File: config.mk
export PLATFORM = sky130hd
export DESIGN_NAME = dma_desc_sched
export DESIGN_NICKNAME = d
export VERILOG_FILES = /design/src/rtl/dma_pkg.sv /design/src/rtl/dma_rr_arb.sv /design/src/rtl/dma_desc_sched.sv
export SDC_FILE = /design/constraint.sdc
export NUM_CORES = 1
export LEC_CHECK = 0
export ABC_AREA = 1
export CAP_MARGIN = 30
export CORE_AREA = 2 2 525 527
export CTS_CLUSTER_DIAMETER = 40
export DETAILED_ROUTE_END_ITERATION = 6
export DIE_AREA = 0 0 527 529
export PLACE_DENSITY = 0.3
export SKIP_CTS_REPAIR_TIMING = 1
export SYNTH_ARGS = -nofsm -noshare
export SYNTH_HDL_FRONTEND = slang
export SYNTH_HIERARCHICAL = 1
export SYNTH_SLANG_ARGS = --single-unit
File: constraint.sdc
create_clock -name clk -period 2.7 [get_ports clk]
set_input_delay 0.54 -clock clk [delete_from_list [all_inputs] [get_ports clk]]
set_output_delay 0.54 -clock clk [all_outputs]
set_load 0.1 [all_outputs]
File: src/rtl/dma_pkg.sv
// Shared DMA definitions: descriptor layout used by the fetch logic, the
// scheduler and the descriptor processor, plus the scheduler state encoding.
package dma_pkg;

  // Descriptor layout
  localparam int DESC_W  = 265;
  localparam int LEN_MSB = 207;
  localparam int LEN_LSB = 192;

  // Credit counter width (range 0..CREDITS, CREDITS <= 63)
  localparam int CRED_W = 6;

  // Scheduler state encoding
  typedef logic [1:0] sched_state_t;
  localparam sched_state_t SCHED_IDLE  = 2'b00;
  localparam sched_state_t SCHED_ISSUE = 2'b01;
  localparam sched_state_t SCHED_HOLD  = 2'b10;

endpackage

File: src/rtl/dma_rr_arb.sv
// Combinational round-robin pick: first eligible channel at or after rr_ptr,
// wrapping modulo NUM_CH.
module dma_rr_arb #(
  parameter int NUM_CH = 4,
  parameter int IDX_W  = (NUM_CH > 1) ? $clog2(NUM_CH) : 1
) (
  input  logic [NUM_CH-1:0] eligible,
  input  logic [IDX_W-1:0]  rr_ptr,
  output logic [IDX_W-1:0]  winner,
  output logic              valid
);

  // Scan NUM_CH positions starting at rr_ptr; the first hit wins.
  always_comb begin
    int idx;
    idx    = 0;
    winner = '0;
    valid  = 1'b0;
    for (int i = 0; i < NUM_CH; i++) begin
      idx = int'(rr_ptr) + i;
      if (idx >= NUM_CH) idx = idx - NUM_CH;
      if (!valid && eligible[idx]) begin
        valid  = 1'b1;
        winner = IDX_W'(idx);
      end
    end
  end

endmodule

File: src/rtl/dma_desc_sched.sv
// Round-robin scheduler sharing the descriptor processor FIFO write port
// between NUM_CH channel descriptor sources. Credit-based flow control keeps
// writes below the FIFO almost-full threshold; zero-length descriptors are
// granted but dropped with an error pulse.
//
// Handshake: ch_req_i[c] is a level valid for ch_desc_i[c]; a one-cycle
// ch_gnt_o[c] pulse means the descriptor was consumed. The requester must
// drop or refresh its request before the IDLE cycle following the grant
// (the HOLD cycle gives it that time).
module dma_desc_sched
  import dma_pkg::*;
#(
  parameter int NUM_CH  = 4,
  parameter int CREDITS = 24,
  parameter int DESC_W  = dma_pkg::DESC_W,
  parameter int LEN_MSB = dma_pkg::LEN_MSB,
  parameter int LEN_LSB = dma_pkg::LEN_LSB
) (
  input  logic                     clk,
  input  logic                     reset_n,
  input  logic [NUM_CH-1:0]        ch_en_i,
  input  logic [NUM_CH-1:0]        ch_req_i,
  input  logic [NUM_CH*DESC_W-1:0] ch_desc_i,
  output logic [NUM_CH-1:0]        ch_gnt_o,
  output logic                     dma_desc_fifo_wr_o,
  output logic [DESC_W-1:0]        dma_desc_fifo_wrdata_o,
  input  logic                     desc_done_i,
  output logic [CRED_W-1:0]        credit_cnt_o,
  output logic                     zero_len_err_o,
  output logic                     credit_ovf_o,
  output logic                     busy_o
);

  localparam int                IDX_W    = (NUM_CH > 1) ? $clog2(NUM_CH) : 1;
  localparam logic [CRED_W-1:0] CRED_MAX = CRED_W'(CREDITS);

  sched_state_t state_q, state_d;

  logic [NUM_CH-1:0] eligible;
  logic [IDX_W-1:0]  arb_win;
  logic              arb_valid;
  logic [IDX_W-1:0]  rr_ptr_q;
  logic [IDX_W-1:0]  win_q;

  logic [DESC_W-1:0] sel_desc;
  logic              len_zero;
  logic              go;

  logic [NUM_CH-1:0] gnt_q, gnt_d;
  logic              wr_q, wr_d;
  logic              err_q, err_d;
  logic              busy_q;
  logic [DESC_W-1:0] wrdata_q, wrdata_d;
  logic [CRED_W-1:0] credit_q;
  logic              ovf_q;

  assign eligible = ch_req_i & ch_en_i;

  dma_rr_arb #(
    .NUM_CH (NUM_CH),
    .IDX_W  (IDX_W)
  ) u_arb (
    .eligible (eligible),
    .rr_ptr   (rr_ptr_q),
    .winner   (arb_win),
    .valid    (arb_valid)
  );

  // Select the winning channel's descriptor for capture in IDLE.
  always_comb begin
    sel_desc = '0;
    for (int c = 0; c < NUM_CH; c++) begin
      if (arb_win == IDX_W'(c)) sel_desc = ch_desc_i[c*DESC_W +: DESC_W];
    end
  end

  assign len_zero = (sel_desc[LEN_MSB:LEN_LSB] == '0);
  assign go       = (state_q == SCHED_IDLE) && arb_valid && (credit_q != '0);

  // State register plus the registered grant/write outputs and rr pointer.
  always_ff @(posedge clk or negedge reset_n) begin
    if (!reset_n) begin
      state_q  <= SCHED_IDLE;
      rr_ptr_q <= '0;
      win_q    <= '0;
      gnt_q    <= '0;
      wr_q     <= 1'b0;
      err_q    <= 1'b0;
      busy_q   <= 1'b0;
      wrdata_q <= '0;
    end else begin
      state_q  <= state_d;
      gnt_q    <= gnt_d;
      wr_q     <= wr_d;
      err_q    <= err_d;
      busy_q   <= (state_d != SCHED_IDLE);
      wrdata_q <= wrdata_d;
      if (go) win_q <= arb_win;
      if (state_q == SCHED_ISSUE) begin
        rr_ptr_q <= (win_q == IDX_W'(NUM_CH - 1)) ? '0 : win_q + 1'b1;
      end
    end
  end

  // Next-state: IDLE -> ISSUE on a credited win, ISSUE -> HOLD -> IDLE.
  always_comb begin
    state_d = state_q;
    case (state_q)
      SCHED_IDLE:  if (go) state_d = SCHED_ISSUE;
      SCHED_ISSUE: state_d = SCHED_HOLD;
      SCHED_HOLD:  state_d = SCHED_IDLE;
      default:     state_d = SCHED_IDLE;
    endcase
  end

  // Output decode: values the ISSUE cycle will present, computed in IDLE so
  // every output leaves a flop.
  always_comb begin
    gnt_d    = '0;
    wr_d     = 1'b0;
    err_d    = 1'b0;
    wrdata_d = wrdata_q;
    if (go) begin
      gnt_d[arb_win] = 1'b1;
      wr_d           = !len_zero;
      err_d          = len_zero;
      wrdata_d       = sel_desc;
    end
  end

  // Credit counter: a write in ISSUE consumes, desc_done_i returns; a return
  // with the counter already full is held off and flagged sticky.
  always_ff @(posedge clk or negedge reset_n) begin
    if (!reset_n) begin
      credit_q <= CRED_MAX;
      ovf_q    <= 1'b0;
    end else begin
      case ({wr_q, desc_done_i})
        2'b10: credit_q <= credit_q - 1'b1;
        2'b01: begin
          if (credit_q == CRED_MAX) ovf_q <= 1'b1;
          else                      credit_q <= credit_q + 1'b1;
        end
        default: ;
      endcase
    end
  end

  assign ch_gnt_o               = gnt_q;
  assign dma_desc_fifo_wr_o     = wr_q;
  assign dma_desc_fifo_wrdata_o = wrdata_q;
  assign zero_len_err_o         = err_q;
  assign credit_cnt_o           = credit_q;
  assign credit_ovf_o           = ovf_q;
  assign busy_o                 = busy_q;

endmodule

==> results <==
worst paths after layout:
kind                                               from                                endpoint  slack, ps  cells after the start
min in group clk                   state_q[1]$_DFF_PN0_                    state_q[1]$_DFF_PN0_        480                      1
worst max-delay path            rr_ptr_q[0]$_DFFE_PN0P_            dma_desc_fifo_wr_o$_DFF_PN0_       -100                     20
worst min-delay path                            reset_n  dma_desc_fifo_wrdata_o[60]$_DFFE_PN0P_        330                      2
worst min register to register     state_q[1]$_DFF_PN0_                    state_q[1]$_DFF_PN0_        480                      1
max in group asynchronous                       reset_n                 rr_ptr_q[0]$_DFFE_PN0P_       1490                      4
worst max register to register  rr_ptr_q[0]$_DFFE_PN0P_            dma_desc_fifo_wr_o$_DFF_PN0_       -100                     20
cell usage in the layout, fill, tap and decap left out, types with 16 or more instances in the layout:
| master | n |
|---|---|
| buf_4 | 445 |
| dfrtp_1 | 282 |
| clkdlybuf4s50_1 | 1069 |
| diode_2 | 41 |
| a221oi_2 | 50 |
| nand2_4 | 18 |
| nor2_1 | 21 |
| clkinv_2 | 21 |
| o21ai_0 | 126 |
| a221oi_1 | 81 |
| nand3_2 | 23 |
| clkbuf_16 | 102 |
| nand4_1 | 16 |
| nand2_2 | 33 |
| nand3_1 | 398 |
| nand2_1 | 806 |
| a21oi_1 | 104 |
| inv_1 | 36 |
| buf_12 | 53 |
| o21ai_1 | 147 |
| buf_6 | 18 |
through the flow:
stage	utilization, %	instances	setup WS, ps	setup TNS (ps)	cell area [µm²]
floorplan	-	2430	392	0	17500
global placement	13.2	7404	-1590	-236060	36200
finish	15.1	7642	-99.9	-1050	41100
detailed placement	13.2	7404	-1440	-196600	36200
global route	15.0	7610	-201	-20000	41000
CTS	14.4	7564	-741	-20590	39300
cell type report:
cell class / count / area [µm²] / area share (%)
multi-input combinational: 1891 / 9930 / 24.2
clock buffer: 110 / 2400 / 5.85
antenna: 41 / 103 / 0.250
clock inverter: 50 / 724 / 1.76
timing repair buffer: 1632 / 16100 / 39.2
tap: 3589 / 4490 / 10.9
sequential: 285 / 7140 / 17.4
inverter: 44 / 198 / 0.481
state kept, by name, indices dropped and copies added (netlist names):
name and cells:
dma_desc_fifo_wrdata_o 265, credit_cnt_o 6, ch_gnt_o 4, rr_ptr_q 2, state_q 2, win_q 2
busy_o 1, credit_ovf_o 1, dma_desc_fifo_wr_o 1, zero_len_err_o 1
logic make-up (layout without fill, tap and decap cells):
| family | Yosys count | count (layout) | synth area share, % |
|---|---|---|---|
| other cells | 0 | 41 | 0 |
| flops | 285 | 285 | 40.9 |
| compound gates | 533 | 533 | 18.2 |
| buf+inv | 254 | 1836 | 7.24 |
| simple gates | 1346 | 1346 | 32.9 |
| xor+xnor | 6 | 6 | 0.301 |
| fa+ha+maj | 6 | 6 | 0.473 |
routing by layer:
layer | GRT usage, % | routed length [µm] | vias up
met3 | 7.71 | 26700 | 335
met5 | 0 | 678 | -
met4 | 3.61 | 7160 | 100
li1 | - | - | 11600
met2 | 23.4 | 98600 | 1351
met1 | 15.0 | 77600 | 12000
==> flow_summary_export.csv <==
group,metric,value,unit
floorplanning,die_height,529,µm
drt,drt_first_pass_iters,5,
logic_synthesis,synth_area_leader_cell,"dfrtp_1",
logic_synthesis,synth_nets,3507,
sta,timing.max_slew.rel_slack,44.6,%
critical_path,worstPathCellList,"buf_8 > nand2_4 > nand2_4 > nand2_4 > nand2_2 > nor2_4 > nand4_1 > nand3_2 > buf_12 > nor2_4 > buf_12 > buf_8 > nand2_1 > nand3_1 > nor2_4 > nand2_4 > nor2_4 > nand2_1 > nor2_1 > nor2_1",
drt,detailroute.via_count,25400,
clock_network,cts_buffers,87,
floorplanning,initial_core_util,6.39,%
sta,finalSetupViolCount,39,
global_route,grt_overflow_total,0,
logic_synthesis,yosys.cell_types.count,32,
logic_synthesis,synthesis.area_per_instance,7.18,µm²
logic_synthesis,synth_edf_count,0,
clock_network,cts_tree,"built",
sta,final_worst_slack,-99.9,ps
clock_network,clk_path_buf_depth,3,
critical_path,cp_data_required_time,3240,ps
critical_path,cp_top_family,"simple AND/OR/NAND/NOR gates",
critical_path,delay_of_the_slowest_critical_path_stage,460,ps
hold_path,hold_path_class,"in2async",
sta,tightest_slew,837,ps
sta,grt_setup_unrepaired,"yes",
sta,finalHoldViolations,0,
clock_network,clkTransAtPathRegs,50,ps
logic_synthesis,synth-warning-count,6,
global_route,grtUsageTotal,13.9,%
floorplanning,num_rows,192,
outcome,violations,"setup timing",
sta,timing.final.crit_share,104,%
logic_synthesis,syn_inst,2430,
drt,ant_nets,0,
drt,drc_errors,0,
outcome,outcome,"complete, but fails checks",
sta,min_period,2800,ps
cells_and_area,area_growth_syn_to_layout,135,%
flow_run,timing.max_cap.violations,0,
global_route,grt_max_degree,50,
drt,detail_route.iter0.violations,1396,
drt,viasPerCell,3.32,
global_route,grt_pass1_vias,26000,
critical_path,worstPathMaxFanout,8,
critical_path,worst-endpoint-arrival,3340,ps
floorplanning,placeableCoreArea,273000,µm²
cells_and_area,design.final.nets,5018,
logic_synthesis,synthArstFlopShare,100,%
critical_path,slowest_stage_cell_crit_path,"dfrtp_2",
floorplanning,die-area,279000,µm²
cells_and_area,final_layout_size_suffix_gt1_share,22.4,%
logic_synthesis,synth-seq-area-share,40.9,%
clock_network,clock_tree.htree_level_count,3,
clock_network,clk_root_buffer_cell,"clkbuf_16",
critical_path,critPathKind,"reg2reg",
sta,timing.clock.skew,35.5,ps
drt,route.detailed.wl_per_inst,27.6,µm
logic_synthesis,syn_area,17500,µm²
logic_synthesis,postSynth.topFlopCell,"dfrtp_1",
logic_synthesis,yosys_register_bits,285,
sta,fmaxAchievable,357,MHz
clock_network,worstSkewPairLatency,690,ps
critical_path,critical_path_buf_inv_count,4,
logic_synthesis,synth_top_cell_area_share,40.6,%
placement,dp.final_hpwl,178,mm
floorplanning,io_pins,1350,
logic_synthesis,synth_most_common_cell,"nand2_1",
critical_path,timing.critical_path.from_type,"flop",
floorplanning,die_width,527,µm
drt,finalWirelength,211,mm
sta,timing_max_transition_violations_final,0,
placement,numPortBuffers,1349,
logic_synthesis,ys_top_cells_by_count,"844 x nand2_1, 424 x nand3_1, 283 x dfrtp_1",
sta,timing.hold.ws,335,ps
global_route,antenna_violations_before_repair,132,
clock_network,tritoncts_num_sinks,285,
placement,gp_congestion,0.881,
critical_path,crit_path_end_kind,"flop",
logic_synthesis,ys_top_cells_by_area,"dfrtp_1 41%, nand2_1 18%, nand3_1 12%",
cells_and_area,nFillCells,31100,
global_route,grt_pass1_wl,258,mm
Power of run 1 is not shown: default switching activity piles up to over one toggle a cycle in this logic, so the estimate is an artifact.
